**src/rtl/fetch_controller.sv**
```systemverilog
// rtl/fetch_controller.sv - instruction fetch controller with redirect, halt and handshake count
// A single registered output slot; the pc is the address of the next instruction to load into it.

module fetch_controller #(
    parameter int unsigned ADDR_WIDTH = 4,
    parameter int unsigned START_PC   = 0
) (
    input  logic                  clk,
    input  logic                  reset_n,
    input  logic                  start,
    input  logic                  halt_req,
    input  logic                  redirect_valid,
    input  logic [ADDR_WIDTH-1:0] redirect_target,
    output logic [ADDR_WIDTH-1:0] imem_addr,
    input  logic [7:0]            imem_instr,
    output logic                  instr_valid,
    input  logic                  instr_ready,
    output logic [7:0]            instr_data,
    output logic [ADDR_WIDTH-1:0] instr_pc,
    output logic                  busy,
    output logic [15:0]           fetch_cnt
);

    typedef enum logic [1:0] {
        IDLE = 2'd0,
        RUN  = 2'd1,
        HALT = 2'd2
    } state_t;

    state_t                state_q, state_d;
    logic [ADDR_WIDTH-1:0] pc_q, pc_d;
    logic                  valid_q, valid_d;
    logic [7:0]            data_q, data_d;
    logic [ADDR_WIDTH-1:0] ipc_q, ipc_d;
    logic [15:0]           cnt_q, cnt_d;
    logic                  handshake;

    assign handshake = valid_q && instr_ready;

    always_comb begin
        state_d = state_q;
        pc_d    = pc_q;
        valid_d = valid_q;
        data_d  = data_q;
        ipc_d   = ipc_q;
        cnt_d   = cnt_q;

        // A handshake counts even when a redirect or halt discards the slot in the same cycle.
        if (handshake && (cnt_q != 16'hFFFF)) begin
            cnt_d = cnt_q + 16'd1;
        end

        case (state_q)
            IDLE: begin
                valid_d = 1'b0;
                if (start) begin
                    state_d = RUN;
                end
            end
            RUN: begin
                if (halt_req) begin
                    state_d = HALT;
                    valid_d = 1'b0;
                    if (redirect_valid) begin
                        pc_d = redirect_target;
                    end
                end else if (redirect_valid) begin
                    pc_d    = redirect_target;
                    valid_d = 1'b0;
                end else if (!valid_q || instr_ready) begin
                    data_d  = imem_instr;
                    ipc_d   = pc_q;
                    valid_d = 1'b1;
                    pc_d    = pc_q + 1'b1;
                end
            end
            HALT: begin
                valid_d = 1'b0;
                if (redirect_valid) begin
                    pc_d = redirect_target;
                end
                if (start && !halt_req) begin
                    state_d = RUN;
                end
            end
            default: begin
                state_d = IDLE;
                valid_d = 1'b0;
            end
        endcase
    end

    always_ff @(posedge clk) begin
        if (!reset_n) begin
            state_q <= IDLE;
            pc_q    <= ADDR_WIDTH'(START_PC);
            valid_q <= 1'b0;
            data_q  <= 8'h00;
            ipc_q   <= '0;
            cnt_q   <= 16'h0000;
        end else begin
            state_q <= state_d;
            pc_q    <= pc_d;
            valid_q <= valid_d;
            data_q  <= data_d;
            ipc_q   <= ipc_d;
            cnt_q   <= cnt_d;
        end
    end

    assign imem_addr   = pc_q;
    assign instr_valid = valid_q;
    assign instr_data  = data_q;
    assign instr_pc    = ipc_q;
    assign busy        = (state_q == RUN);
    assign fetch_cnt   = cnt_q;

endmodule
```
**config.mk**
```make
export PLATFORM = sky130hd
export DESIGN_NAME = fetch_controller
export DESIGN_NICKNAME = d
export VERILOG_FILES = /design/src/rtl/fetch_controller.sv
export SDC_FILE = /design/constraint.sdc
export NUM_CORES = 1
export LEC_CHECK = 0
export ABC_CLOCK_PERIOD_IN_PS = 1900
export CORE_UTILIZATION = 25
export DETAILED_ROUTE_END_ITERATION = 10
export HOLD_SLACK_MARGIN = 0.03
export PLACE_DENSITY_LB_ADDON = 0.12
export SETUP_SLACK_MARGIN = 0.5
export SLEW_MARGIN = 10
export SYNTH_ARGS = -nofsm -noshare
export SYNTH_HDL_FRONTEND = slang
export SYNTH_SLANG_ARGS = --single-unit
```
**constraint.sdc**
```tcl
create_clock -name clk -period 1.9 [get_ports clk]
set_input_delay 0.38 -clock clk [delete_from_list [all_inputs] [get_ports clk]]
set_output_delay 0.38 -clock clk [all_outputs]
set_load 0.1 [all_outputs]
```
==> Implementation_results.wiki <==
{| class="wikitable"
! Metric !! Value
|-
| Cell count after synthesis || 191
|-
| Post-placement cell count || 330
|-
| Least-Margin Pin Slew || 0.365 ns
|-
| Top FF cell, synth || dfxtp_1
|-
| Min-Delay Path Class || reg2reg
|-
| Clk Tree Root Cell || clkbuf_8
|-
| Global routing usage summed across all routing layers || 14.1%
|-
| Placer's final routability congestion estimate || 0.831
|-
| Launch instance of the worst min-delay path || instr_pc[0]$_SDFFE_PN0P_
|-
| Number of sinks driven by the clock tree || 35
|-
| Clock latency of the later-clocked register in the worst-skew pair || 0.28 ns
|-
| CTS Buf Count || 5
|-
| Sequential fraction of the synthesis area || 41.0%
|-
| DR vias || 1855
|-
| Die extent in x || 84.7 um
|-
| Share of the clock period used by the worst path after layout || 87.5%
|-
| Iteration count of the initial detailed-routing pass || 6
|-
| Wire length of the first global-routing pass || 8140 um
|-
| Final Net Count || 319
|-
| Number of top-level pins || 52
|-
| Critical R2R Launch || fetch_cnt[1]$_SDFFE_PN0P_
|-
| Cell class contributing the biggest share of worst-path delay || simple AND/OR/NAND/NOR gates
|-
| CTS H-Tree Depth || 2
|-
| Synth-to-layout area growth || 90.3%
|-
| CP peak stage delay || 0.42 ns
|-
| Hold-fix buffers at CTS || 0
|-
| Final worst path period need || 1.66 ns
|-
| Max-slew violations || 0
|-
| Detailed-placement wirelength estimate || 3390 um
|-
| Share of Yosys cell area claimed by the top area cell type || 41.0%
|-
| Number of diodes added for antenna fixing || 0
|-
| CP Class || reg2reg
|-
| Crit path arrival time || 1.88 ns
|-
| Reported max-cap violation count || 0
|-
| Port Buffer Count || 51
|-
| Total routed wirelength || 5320 um
|-
| CTS clock-pin slew for the worst setup and hold paths || 0.07 ns
|-
| Overflow left after global routing || 0
|-
| Worst hold endpoint || instr_pc[0]$_SDFFE_PN0P_
|-
| Largest driver fanout on the critical path || 6
|-
| Power Dens Cells || 836 mW/mm^2
|-
| Total power of the final layout || 2.72 mW
|-
| Fin Clk Skew || 0.00506 ns
|-
| Post-synthesis cell area || 0.00171 mm^2
|-
| Synth Register Bits || 35
|-
| RSZ-0062 raised after global routing || true
|-
| Syn nets || 216
|-
| CTS tree || done
|-
| R2r endpoint || fetch_cnt[11]$_SDFFE_PN0P_
|-
| Final setup violation count || 0
|-
| Critical-path top delay cell || or4_1
|-
| Most frequent cells in the layout || buf_4 (60), nor2_1 (18), dfxtp_4 (18), buf_12 (17), a21oi_1 (16)
|-
| Top cells by area, synth || dfxtp_1 (41%), a21oi_1 (5.9%), mux2i_1 (5.9%)
|-
| Number of cells traversed by the worst hold path || 2
|-
| Most common cell after layout, fill and taps aside || buf_4
|-
| DR iter-0 viols || 80
|-
| Die height || 84.7 um
|-
| Non-filler cells in the finished layout || 372
|-
| Antenna violation net count after detailed routing || 0
|-
| Static Leakage || 1.27 nW
|-
| Maximum ir drop on the vdd rail || 0.000749 V
|-
| Wire length per cell after detailed routing || 14.3 um
|-
| Cell type contributing the most total cell area after synthesis || dfxtp_1
|-
| Number of enable flip-flop cells after synthesis || 0
|-
| Via-to-Cell Ratio || 4.99
|-
| Number of cells traversed by the worst register-to-register path || 5
|-
| Residual DRC || 0
|-
| Count of standard-cell rows || 29
|-
| Required time worst endpoint || 2.11 ns
|-
| Number of antenna violations at the first check in global routing || 0
|-
| Worst setup EP type || register
|-
| Pin count of the biggest net entering global routing || 20
|-
| Number of distinct standard cells referenced by the synthesized netlist || 43
|-
| Relative slew slack || 75.6%
|-
| Critical path cell sequence || ha_4 > and3_4 > a311o_1 > or4_1 > a21oi_1
|-
| Total Die Area || 0.00717 mm^2
|-
| Result of the run || finished, final reports clean
|-
| Area inside the core boundary || 0.00646 mm^2
|-
| Async set or reset register ratio after synthesis || 0%
|-
| Number of inserted filler cells in the final layout || 608
|-
| Fraction of final layout cells with drive strength greater than 1 || 51.9%
|-
| Synthesized area divided by synthesized cell count || 8.95 um^2
|-
| Initial core utilization || 26.5%
|-
| Final number of hold-violating endpoints || 0
|-
| CP Buf/Inv Count || 0
|-
| Fmax achieved || 601 MHz
|-
| Via count of the first global-routing pass || 1704
|-
| Count of warnings emitted by yosys || 0
|-
| Slack of the worst reg-to-reg path || 0.24 ns
|-
| Kind of launch point of the worst setup path || register
|-
| Max Buffers Root-to-Sink || 2
|}
-- what timing repair did --
item                       in CTS  in global routing
hold endpoints to repair        0                  0
cloned                          2                  0
pin swaps                      16                 17
buffers inserted               19                 13
gates resized for setup        19                 31
setup endpoints to repair      35                 36
-- report_power, final --
part	switching, mW	internal, mW	total (mW)
registers	0.0974	0.783	0.880
logic	0.750	0.561	1.31
clock network	0.268	0.257	0.526
total	1.12	1.60	2.72
-- registers in the layout, indices dropped and copies added, names as in the netlist --
register / cells
imem_addr: 4
instr_data: 8
fetch_cnt: 16
state_q: 2
instr_valid: 1
instr_pc: 4
-- layer usage --
layer	GRT usage, %	part of all wire (%)
met3	2.85	3.2
met4	5.08	0.85
met1	16.8	44
met2	25.1	52
met5	0	0
-- cells in the mapped netlist (5+ instances only) --
master    count
o21ai_0       6
or4_1         6
ha_1          7
nor2_1       19
nand4_1       5
o31ai_1       8
a21oi_1      20
nand2_1      13
clkbuf_1      5
nand3_1       8
inv_1         9
dfxtp_1      35
mux2i_1      10
-- cell type report --
cell class / count / area [um^2] / share of cell area (%)
timing repair buffer: 101 / 1040 / 32.0
inverter: 9 / 36.3 / 1.12
tap: 77 / 96.3 / 2.96
sequential: 35 / 772 / 23.7
clock buffer: 7 / 76.3 / 2.35
clock inverter: 1 / 5.00 / 0.154
multi-input combinational: 142 / 1230 / 37.7
-- stage by stage --
step	TNS (ns)	cell area, um^2	utilization, %	worst slack [ns]	hold slack (ns)
3_5_place_dp	-0.999	2680	41.5	-0.134	0.446
2_1_floorplan	0	1850	-	0.129	0.495
6_report	0	3250	50.3	0.237	0.473
4_1_cts	0	2990	46.4	0.240	0.456
5_1_grt	0	3250	50.3	0.148	0.489
3_3_place_gp	-0.682	2680	41.5	-0.133	0.443
-- kinds of logic (layout without fill, tap and decap cells) --
family	Yosys count	in the layout	share of synthesized area, %
AND/OR/NAND/NOR	74	75	23.8
AO/OA/AOI/OAI	47	48	19.2
flip-flops	35	35	41.0
buffers and inverters	16	118	4.03
multiplexers	10	10	5.86
adder cells (fa/ha/maj)	7	7	5.12
XOR/XNOR	2	2	1.03
-- worst reg2reg max path, stage by stage (launching register included) --
cell and delay, ns:
dfxtp_4 0.35, ha_4 0.17, and3_4 0.18, a311o_1 0.33, or4_1 0.42, a21oi_1 0.14
-- worst max path at each step --
stage / from / endpoint / slack, ns / depth (start not counted)
floorplan: fetch_cnt[1]$_SDFFE_PN0P_ / fetch_cnt[15]$_SDFFE_PN0P_ / 0.13 / 5
global placement: instr_ready / fetch_cnt[15]$_SDFFE_PN0P_ / -0.13 / 5
detailed placement: instr_ready / fetch_cnt[15]$_SDFFE_PN0P_ / -0.13 / 5
CTS: fetch_cnt[1]$_SDFFE_PN0P_ / fetch_cnt[11]$_SDFFE_PN0P_ / 0.24 / 5
global route: fetch_cnt[1]$_SDFFE_PN0P_ / fetch_cnt[11]$_SDFFE_PN0P_ / 0.15 / 5
finish: fetch_cnt[1]$_SDFFE_PN0P_ / fetch_cnt[11]$_SDFFE_PN0P_ / 0.24 / 5
Note: power is estimated with default switching activity, not from simulation.
